`config.mk`:
```
export PLATFORM = sky130hd
export DESIGN_NAME = serial_add_ctrl
export DESIGN_NICKNAME = d
export VERILOG_FILES = /design/src/rtl/serial_add_ctrl.sv
export SDC_FILE = /design/constraint.sdc
export NUM_CORES = 1
export LEC_CHECK = 0
export BUFFER_PORTS_ARGS = -buffer_cell sky130_fd_sc_hd__buf_4
export CAP_MARGIN = 30
export CORE_UTILIZATION = 55
export DETAILED_ROUTE_END_ITERATION = 8
export PLACE_DENSITY_LB_ADDON = 0.05
export SYNTH_ARGS = -nofsm -noshare
export SYNTH_HDL_FRONTEND = slang
export SYNTH_SLANG_ARGS = --single-unit
```
`constraint.sdc`:
```
create_clock -name clk -period 1.5 [get_ports clk]
set_input_delay 0.15 -clock clk [delete_from_list [all_inputs] [get_ports clk]]
set_output_delay 0.15 -clock clk [all_outputs]
set_load 0.03 [all_outputs]
```
`src/rtl/serial_add_ctrl.sv`:
```
// Bit-serial adder controller: one full-adder cell sequenced LSB first, one bit per clock.
// Optional subtract mode is enabled by defining SERIAL_ADD_SUB_EN (adds the sub input).
module serial_add_ctrl #(
   parameter int unsigned WIDTH = 8
) (
   input  logic             clk,
   input  logic             rst,
   input  logic             start,
   input  logic [WIDTH-1:0] a,
   input  logic [WIDTH-1:0] b,
   input  logic             cin,
`ifdef SERIAL_ADD_SUB_EN
   input  logic             sub,
`endif
   output logic             busy,
   output logic             done,
   output logic [WIDTH-1:0] sum,
   output logic             cout
);

   localparam int unsigned CW = $clog2(WIDTH + 1);
   localparam logic [CW-1:0] LAST = CW'(WIDTH - 1);
   // Mask selecting the result MSB, built without zero-width replications so WIDTH=1 is legal.
   localparam logic [WIDTH-1:0] MSB_MASK = WIDTH'(64'd1 << (WIDTH - 1));

   typedef enum logic [1:0] {
      StIdle,
      StRun,
      StDone
   } state_t;

   state_t           state_q, state_d;
   logic [WIDTH-1:0] a_q, a_d;
   logic [WIDTH-1:0] b_q, b_d;
   logic [WIDTH-1:0] r_q, r_d;
   logic [WIDTH-1:0] sum_q, sum_d;
   logic [CW-1:0]    cnt_q, cnt_d;
   logic             c_q, c_d;
   logic             cout_q, cout_d;
   logic             cell_s, cell_co;
   logic             sub_eff;
   logic [WIDTH-1:0] r_shift;

`ifdef SERIAL_ADD_SUB_EN
   assign sub_eff = sub;
`else
   assign sub_eff = 1'b0;
`endif

   // The shared full-adder cell.
   assign cell_s  = a_q[0] ^ b_q[0] ^ c_q;
   assign cell_co = (a_q[0] & b_q[0]) | (c_q & (a_q[0] ^ b_q[0]));

   assign r_shift = (r_q >> 1) | ({WIDTH{cell_s}} & MSB_MASK);

   always_comb begin
      state_d = state_q;
      a_d     = a_q;
      b_d     = b_q;
      r_d     = r_q;
      sum_d   = sum_q;
      cnt_d   = cnt_q;
      c_d     = c_q;
      cout_d  = cout_q;
      unique case (state_q)
         StIdle: begin
            if (start) begin
               a_d     = a;
               // Subtract as a + ~b + 1: invert B and force the carry-in.
               b_d     = sub_eff ? ~b : b;
               c_d     = sub_eff ? 1'b1 : cin;
               r_d     = '0;
               cnt_d   = '0;
               state_d = StRun;
            end
         end
         StRun: begin
            a_d   = a_q >> 1;
            b_d   = b_q >> 1;
            r_d   = r_shift;
            c_d   = cell_co;
            cnt_d = cnt_q + CW'(1);
            if (cnt_q == LAST) begin
               sum_d   = r_shift;
               cout_d  = cell_co;
               state_d = StDone;
            end
         end
         StDone: begin
            state_d = StIdle;
         end
         default: begin
            state_d = StIdle;
         end
      endcase
   end

   always_ff @(posedge clk) begin
      if (rst) begin
         state_q <= StIdle;
         a_q     <= '0;
         b_q     <= '0;
         r_q     <= '0;
         sum_q   <= '0;
         cnt_q   <= '0;
         c_q     <= 1'b0;
         cout_q  <= 1'b0;
      end else begin
         state_q <= state_d;
         a_q     <= a_d;
         b_q     <= b_d;
         r_q     <= r_d;
         sum_q   <= sum_d;
         cnt_q   <= cnt_d;
         c_q     <= c_d;
         cout_q  <= cout_d;
      end
   end

   assign busy = (state_q == StRun);
   assign done = (state_q == StDone);
   assign sum  = sum_q;
   assign cout = cout_q;

endmodule

```
==> results.md, run 1 <==
* Largest family of logic cells by synthesized area: compound AO/OA/AOI/OAI gates
* Peak supply drop at 0.683 mV
* Total power at 1.91 mW
* Worst Hold Class: in -> reg
* H-Tree Depth at 2
* Asr flop ratio synth at 0
* Leak pwr at 0.855 nW
* Final setup fails at 0
* Post-synth cell types at 31
* Origin of the critical flop-to-flop path: cnt_q[0]
* Clock Latency Late Sink at 0.35 ns
* Fin. Hold Viols at 0
* Worst endpoint data arrival time at 1.28 ns
* Post-synth top area cell: dfxtp_1
* HP Start: a[7]
* Vias in the first global route at 1386
* Sequential-to-total area share from yosys stat at 0.435
* CP max FO at 19
* Sequential cell area at 781 um^2
* Global route overflow at 0
* Total routed wirelength at 3660 um
* Share of cells above drive strength 1 at 0.253
* Main flop type after synthesis: dfxtp_1
* Post-synth EDFFs at 0
* Clock root buffer: clkbuf_4
* XOR/XNOR Fraction of Synth Area at 0
* Die Ht at 59.1 um
* Pwr per Cell Area at 906 mW/mm^2
* Startpoint types: flop
* Post-synthesis compound-gate area fraction at 0.310
* Clock Skews at 0.00928 ns
* Synthesized area at 0.00179 mm^2
* Fin. max-slew vios at 0
* Worst reg-to-reg path cell count at 4
* Nature of the critical path endpoint: output port
* Pin count of the biggest net entering global routing at 41
* RSZ-0062 raised after global routing: no
* Drt drc at 0
* Num CTS Buffers at 5
* Maximum clock frequency at 0.701 GHz
* Fin nets at 263
* Flop2flop setup slack at 0.18 ns
* Num Clock Sinks at 39
* Worst-margin pin slew at 0.391 ns
* Period utilisation layout at 0.951
* Number of synthesized register bits at 39
* GP Congestion at 0.751
* Initial Utilization at 0.583
* Half-perimeter wire length after placement at 2500 um
* WL/cell at 12.8 um
* Total track usage at 0.225
* Min-Delay Endpoint: a_q[7]
* Top cells by area, synth: dfxtp_1 (44%), a21oi_1 (10%), o221a_2 (8.2%)
* Simple-gate share of the synthesized area at 0.149
* First-pass GRT wire length at 5930 um
* Row count at 20
* # diodes at 0
* Syn_nets at 237
* CP Class: reg -> out
* # fillers at 277
* Clock Path Buffers at 2
* Avg Vias per Cell at 5.60
* Synth warn at 0
* Syn Area/Cell at 8.35 um^2
* Initial antenna violation count at 0
* Clock period minus worst slack at 1.43 ns
* First DRT Iteration DRCs at 103
* Share of the synthesized area in the top cell type at 0.435
* CTS clock-pin slew for the worst setup and hold paths at 0.12 ns
* Pre-antenna DRT Iters at 4
* Post-Syn Instances at 215
* Multi-input gate area at 873 um^2
* Hold Path Cell Cnt at 3
* DR vias at 1595
* Final ANT Viol Nets at 0
* Setup_tns at 0 ns
* Slew margin rel. at 0.739
* Mux cell area share after synthesis at 0.00558
* IO Pins at 31
* Number of port buffers at 30
* R2r endpoint: cout
* Post-Synth Adder-Cell Area at 0.0181
* Die area at 0.00349 mm^2
* Max_cap viols at 0
* Placeable core region at 0.00308 mm^2
* Die width at 59.1 um
* TritonCTS clock tree: built
* Area growth, synth to finish at 17.6%
* Status: complete, no violations
* Critical path required time at 1.35 ns
-- area by class of cell --
cell class | count | area share
Clock buffer | 5 | 0.0178
Clock inverter | 2 | 0.00652
Inverter | 16 | 0.0308
Multi-Input combinational cell | 141 | 0.414
Sequential cell | 39 | 0.370
Tap cell | 44 | 0.0261
Timing Repair Buffer | 38 | 0.135
-- sequential cells by signal, summed over array words and instances (netlist names) --
name / count
cout: 1
c_q: 1
state_q: 2
r_q: 7
cnt_q: 4
a_q: 8
b_q: 8
sum: 8
-- cells in the final DEF (no fill, tap or decap), types with 2 or more instances in the layout --
cell	netlist	routed
o21a_1	2	2
nor2_1	29	29
clkbuf_4	0	5
a21oi_1	37	37
o22a_1	4	4
inv_1	15	15
a22oi_1	9	9
o31ai_1	9	9
dfxtp_1	39	39
nand2_1	5	5
o22ai_1	2	2
buf_4	2	38
nand3_1	11	11
nor2b_1	6	6
o221a_2	13	13
clkinv_4	0	2
-- what timing repair did --
action | in CTS | in global routing
setup buffers | 0 | 0
hold buffers | 0 | 0
resized for setup | 3 | 2
setup endpoints to repair | 1 | 1
endpoints found under the hold margin | 0 | 0
-- logic make-up after synthesis --
family,Yosys count
buffers and inverters,35
multiplexers,1
flip-flops,39
AND/OR/NAND/NOR,58
AO/OA/AOI/OAI,80
adder cells (fa/ha/maj),2
-- per-stage QoR --
step	hold slack (ns)	utilization	setup slack, ns	instance area [um^2]	cells
global placement	0.428	0.665	0.262	2050	278
finish	0.0885	0.686	0.0738	2110	285
detailed placement	0.447	0.665	0.195	2050	278
floorplan	0.334	-	0.0561	1790	215
CTS	0.0850	0.684	0.0227	2110	285
global route	0.122	0.686	0.00772	2110	285
-- critical path, stage by stage (launching register included) --
cell and delay (ns):
dfxtp_1 0.39, nand2b_4 0.20, clkinv_4 0.14, buf_4 0.20
-- synth_stat cells (all sizes together) (2+ instances only) --
library cell / instances
a21oi: 37
a22oi: 9
buf: 11
clkbuf: 8
dfxtp: 39
inv: 16
nand2: 5
nand2b: 2
nand3: 11
nor2: 29
nor2b: 6
o21a: 2
o221a: 13
o22a: 4
o22ai: 2
o31ai: 9
-- report_power, final --
part           switching [mW]  leakage, nW  total (mW)  internal [mW]
registers              0.0366        0.319        1.12           1.08
clock network           0.346       0.0310       0.520          0.174
logic                   0.139        0.505       0.272          0.133
-- worst max-delay path by stage --
stage | start | endpoint | slack [ns] | cells past startpoint
after floorplan | state_q[1] | done | 0.06 | 3
final | state_q[1] | busy | 0.07 | 3
after CTS | state_q[1] | busy | 0.02 | 3
after global placement | cnt_q[0] | cout | 0.26 | 4
after detailed placement | cnt_q[0] | sum[6] | 0.19 | 4
after global routing | state_q[1] | busy | 0.008 | 3
-- metal layers --
metal  vias to the layer above  global-route usage  wire length (um)
li1                        817                   -                 -
met1                       734               0.289              1670
met2                        39               0.362              1770
met3                         5              0.0480               168
met4                         0               0.105                47
met5                         -                   0                 0
Power figures use the tool's default switching activity.
==> run 2, diff against run 1 <==
==> constraint.sdc (replaced) <==
create_clock -name clk -period 1.5 [get_ports clk]
set_input_delay 0.225 -clock clk [delete_from_list [all_inputs] [get_ports clk]]
set_output_delay 0.225 -clock clk [all_outputs]
set_load 0.03 [all_outputs]
==> run 2 against run 1 <==
Effect of this change:
- count of clock-buffer cells in the layout grew 1
- worst hold slack improved by 0.064 ns
- final cell count up 0.70%
- critical endpoint is now done
- sequential cell count unchanged
- setup slack got worse by 0.023 ns
- highest routed layer unchanged
==> results.md, run 2 (same netlist as run 1, synthesis figures left out) <==
* Status: complete, no violations
* Clock period minus worst slack at 1.45 ns
* Avg Vias per Cell at 5.63
* # diodes at 0
* Worst endpoint data arrival time at 1.22 ns
* Maximum clock frequency at 0.690 GHz
* Clock root buffer: clkbuf_4
* Post-route cell area at 0.00213 mm^2
* CP Class: reg -> out
* Nature of the critical path endpoint: output port
* Pre-antenna DRT Iters at 4
* Clock Latency Late Sink at 0.35 ns
* Number of port buffers at 30
* CP peak stage delay at 0.40 ns
* Initial Utilization at 0.583
* Pin count of the biggest net entering global routing at 41
* Leak pwr at 0.865 nW
* Clock Path Buffers at 2
* Flop2flop setup slack at 0.16 ns
* Setup_tns at 0 ns
* Area growth, synth to finish at 18.8%
* Startpoint types: flop
* CP cell instances: buf_6 > nor2b_2 > buf_4
* RSZ-0062 raised after global routing: no
* Buf/Inv on CP at 2
* Clock Skews at 0.00826 ns
* Vias in the first global route at 1402
* Cts hold-fix bufs at 0
* Die area at 0.00349 mm^2
* GP Congestion at 0.750
* Most frequent cells in the layout: dfxtp_1 (38), buf_4 (38), a21oi_1 (37)
* Fin. max-slew vios at 0
* Num CTS Buffers at 5
* CTS clock-pin slew for the worst setup and hold paths at 0.12 ns
* Final setup fails at 0
* Sequential cell area at 782 um^2
* Share of cells above drive strength 1 at 0.263
* Worst reg-to-reg path cell count at 4
* Hold Path Cell Cnt at 3
* R2r endpoint: sum[3]
* Slew margin rel. at 0.743
* TritonCTS clock tree: built
* Fin nets at 264
* IO Pins at 31
* Drt drc at 0
* Global route overflow at 0
* WL/cell at 13.0 um
* First-pass GRT wire length at 6240 um
* Max_cap viols at 0
* Peak supply drop at 0.632 mV
* Period utilisation layout at 0.966
* First DRT Iteration DRCs at 117
* Min Hold Slack at 0.152 ns
* CP max FO at 14
* Initial antenna violation count at 0
* Num Clock Sinks at 39
* Placeable core region at 0.00308 mm^2
* Die Ht at 59.1 um
* Crit path capture: done
* Slowest CP cell: dfxtp_2
* Critical path required time at 1.27 ns
* Worst path depth at 3
* # fillers at 253
* DR vias at 1617
* Worst-margin pin slew at 0.386 ns
* Pwr per Cell Area at 930 mW/mm^2
* Total track usage at 0.236
* Row count at 20
* Half-perimeter wire length after placement at 2410 um
* Placed Area at 0.00205 mm^2
* Die width at 59.1 um
* CP startpoint: state_q[1]
* Fin. Hold Viols at 0
* Multi-input gate area at 868 um^2
* Worst Hold Class: in -> reg
* Family with the most delay on the worst path: flip-flops
* H-Tree Depth at 2
* Final ANT Viol Nets at 0
* Origin of the critical flop-to-flop path: cnt_q[0]
* Total routed wirelength at 3730 um
run 2: metal layers:
layer  part of all wire  GRT usage  vias up
met2               0.45      0.349       44
met4              0.019      0.119        0
met5                  0          0        -
met3              0.057     0.0480        9
li1                   -          -      821
met1               0.47      0.327      743
run 2: cell type report:
class	count	area share
timing repair buffer	39	0.139
multi-input combinational	141	0.407
inverter	16	0.0293
sequential	39	0.367
tap	44	0.0258
clock inverter	2	0.00763
clock buffer	6	0.0241
run 2: repair_timing:
| action | 4_1_cts | 5_1_grt |
|---|---|---|
| endpoints found under the hold margin | 0 | 0 |
| pin swaps | 0 | 0 |
| endpoints found under the setup margin | 2 | 1 |
| resized for setup | 2 | 1 |
| buffers inserted | 1 | 0 |
run 2: worst min path at each step:
stage	from	endpoint	slack, ns
after floorplan	a[7]	a_q[7]	0.41
after global placement	r_q[1]	sum[0]	0.46
after detailed placement	r_q[1]	sum[0]	0.46
after CTS	a[7]	a_q[7]	0.13
after global routing	a[7]	a_q[7]	0.14
final	a[7]	a_q[7]	0.15
run 2: report_power, final:
part           switching (mW)  internal, mW
registers              0.0357          1.08
clock network           0.358         0.231
logic                   0.143         0.132
total                   0.536          1.45
run 2: stage by stage:
step / worst slack, ns / util / total power [mW] / instances
final: 0.0509 / 0.693 / 1.98 / 287
after global routing: 0.000770 / 0.693 / 2.08 / 287
after detailed placement: 0.183 / 0.666 / 1.41 / 278
after CTS: 0.00583 / 0.691 / 2.00 / 287
after global placement: 0.253 / 0.666 / 1.40 / 278
after floorplan: 0.110 / - / 1.33 / 215
run 2: worst register-to-register path: stages, from the launching register on:
cell and delay, ns:
dfxtp_1 0.39, ha_1 0.21, nand2_1 0.24, o31ai_1 0.30, a21oi_1 0.10
==> run 3, diff against run 2 <==
--- a/config.mk
+++ b/config.mk
@@ -7,7 +7,7 @@
 export LEC_CHECK = 0
 export BUFFER_PORTS_ARGS = -buffer_cell sky130_fd_sc_hd__buf_4
 export CAP_MARGIN = 30
-export CORE_UTILIZATION = 55
+export CORE_UTILIZATION = 35
 export DETAILED_ROUTE_END_ITERATION = 8
 export PLACE_DENSITY_LB_ADDON = 0.05
 export SYNTH_ARGS = -nofsm -noshare
==> constraint.sdc (replaced) <==
create_clock -name clk -period 1.45 [get_ports clk]
set_input_delay 0.2175 -clock clk [delete_from_list [all_inputs] [get_ports clk]]
set_output_delay 0.2175 -clock clk [all_outputs]
set_load 0.03 [all_outputs]
==> run 3 against run 2 <==
Effect of this change:
- first-iteration DRC count fell by 10%
- final cell count rose by 8.4%
- clock power rose by 82%
- die area rose by 55%
- core utilization fell by 23 points
- critical path depth did not move
- critical path type unchanged
- largest cell class unchanged
- largest power group unchanged
==> results.md, run 3 (same netlist as run 1, synthesis figures left out) <==
* Status: complete, no violations
* Sequential cell area at 781 um^2
* Die area at 0.00542 mm^2
* CTS clock-pin slew for the worst setup and hold paths at 0.08 ns
* Multi-input gate area at 875 um^2
* Clock Latency Late Sink at 0.29 ns
* Vias in the first global route at 1524
* Final setup fails at 0
* Clock root buffer: clkbuf_8
* Num Clock Sinks at 39
* Most frequent cells in the layout: buf_4 (40), dfxtp_1 (39), a21oi_1 (37)
* Min Hold Slack at 0.215 ns
* Startpoint types: flop
* Cts hold-fix bufs at 0
* GP Congestion at 0.735
* Half-perimeter wire length after placement at 2730 um
* CP Class: reg -> out
* Num CTS Buffers at 5
* Leading cell type in the layout, fill and taps excluded: buf_4
* Initial antenna violation count at 0
* Slew margin rel. at 0.711
* First-pass GRT wire length at 7010 um
* Row count at 25
* Critical path required time at 1.23 ns
* Die Ht at 73.6 um
* Drt drc at 0
* Worst endpoint data arrival time at 1.17 ns
* Placed cells at 303
* Peak supply drop at 0.456 mV
* Fin nets at 265
* Max_cap viols at 0
* Total track usage at 0.169
* Leak pwr at 0.901 nW
* Total routed wirelength at 4180 um
* Fin. Hold Viols at 0
* IO Pins at 31
* Worst-margin pin slew at 0.433 ns
* Final ANT Viol Nets at 0
* Global route overflow at 0
* Number of port buffers at 30
* TritonCTS clock tree: built
* Setup bufs post-CTS at 0
* Avg Vias per Cell at 5.27
* Clock period minus worst slack at 1.39 ns
* CP max FO at 19
* Non-filler cells, final at 311
* Clock Skews at 0.00249 ns
* DR vias at 1638
* Area growth, synth to finish at 24.8%
* First DRT Iteration DRCs at 105
* Worst Hold Class: in -> reg
* Nature of the critical path endpoint: output port
* Pre-antenna DRT Iters at 6
* Initial Utilization at 0.372
* Fin. max-slew vios at 0
* H-Tree Depth at 2
* Post-layout util at 0.465
* Share of cells above drive strength 1 at 0.270
* Clock Path Buffers at 2
* Period utilisation layout at 0.956
* Pwr per Cell Area at 1130 mW/mm^2
* # diodes at 0
* WL/cell at 13.4 um
* Placeable core region at 0.00482 mm^2
* Pin count of the biggest net entering global routing at 41
* Die width at 73.6 um
* Maximum clock frequency at 0.722 GHz
* # fillers at 501
[run 3: what timing repair did]
item | in CTS | in global routing
pin swaps | 0 | 0
endpoints found under the hold margin | 0 | 0
cloned | 0 | 0
setup endpoints to repair | 1 | 10
gates resized for setup | 1 | 5
[run 3: through the flow]
stage                     setup slack [ns]   TNS, ns  power, mW  cell area, um^2
after floorplan                     0.0679         0       1.37             1800
after global placement               0.180         0       1.46             2090
after detailed placement             0.112         0       1.47             2090
after CTS                          0.00469         0       2.54             2230
after global routing              -0.00535  -0.00951       2.65             2240
final                               0.0645         0       2.52             2240
[run 3: path summary, 6_finish.rpt]
kind / cells past startpoint / endpoint / slack [ns] / from
setup / recovery: 3 / busy / 0.06 / state_q[1]
hold / removal: 3 / b_q[7] / 0.21 / b[7]
setup reg to reg: 4 / cnt_q[3] / 0.10 / state_q[1]
hold reg to reg: 2 / cout / 0.47 / cout
[run 3: worst max-delay path, cell delays in order (launching register included)]
cell and delay, ns:
dfxtp_1 0.33, nand2b_2 0.24, inv_8 0.13, buf_4 0.17
[run 3: power breakdown]
| part | internal [mW] | leakage (nW) | switching (mW) | total [mW] |
|---|---|---|---|---|
| Sequential | 1.12 | 0.319 | 0.0389 | 1.16 |
| Combinational | 0.142 | 0.516 | 0.151 | 0.293 |
| Clock | 0.688 | 0.0654 | 0.384 | 1.07 |
| Total | 1.95 | 0.901 | 0.574 | 2.52 |
[run 3: per-layer routing]
layer	routed length, um	track usage	share of wire	up-vias
met5	0	0	0	-
met2	1890	0.259	0.45	31
met1	2060	0.227	0.49	775
li1	-	-	-	825
met4	59	0.0577	0.014	0
met3	165	0.0494	0.039	7
[run 3: area by class of cell]
class / count / share of cell area
Timing Repair Buffer: 40 / 0.134
Sequential cell: 39 / 0.349
Multi-Input combinational cell: 141 / 0.391
Clock inverter: 2 / 0.0268
Inverter: 16 / 0.0302
Tap cell: 67 / 0.0374
Clock buffer: 6 / 0.0324
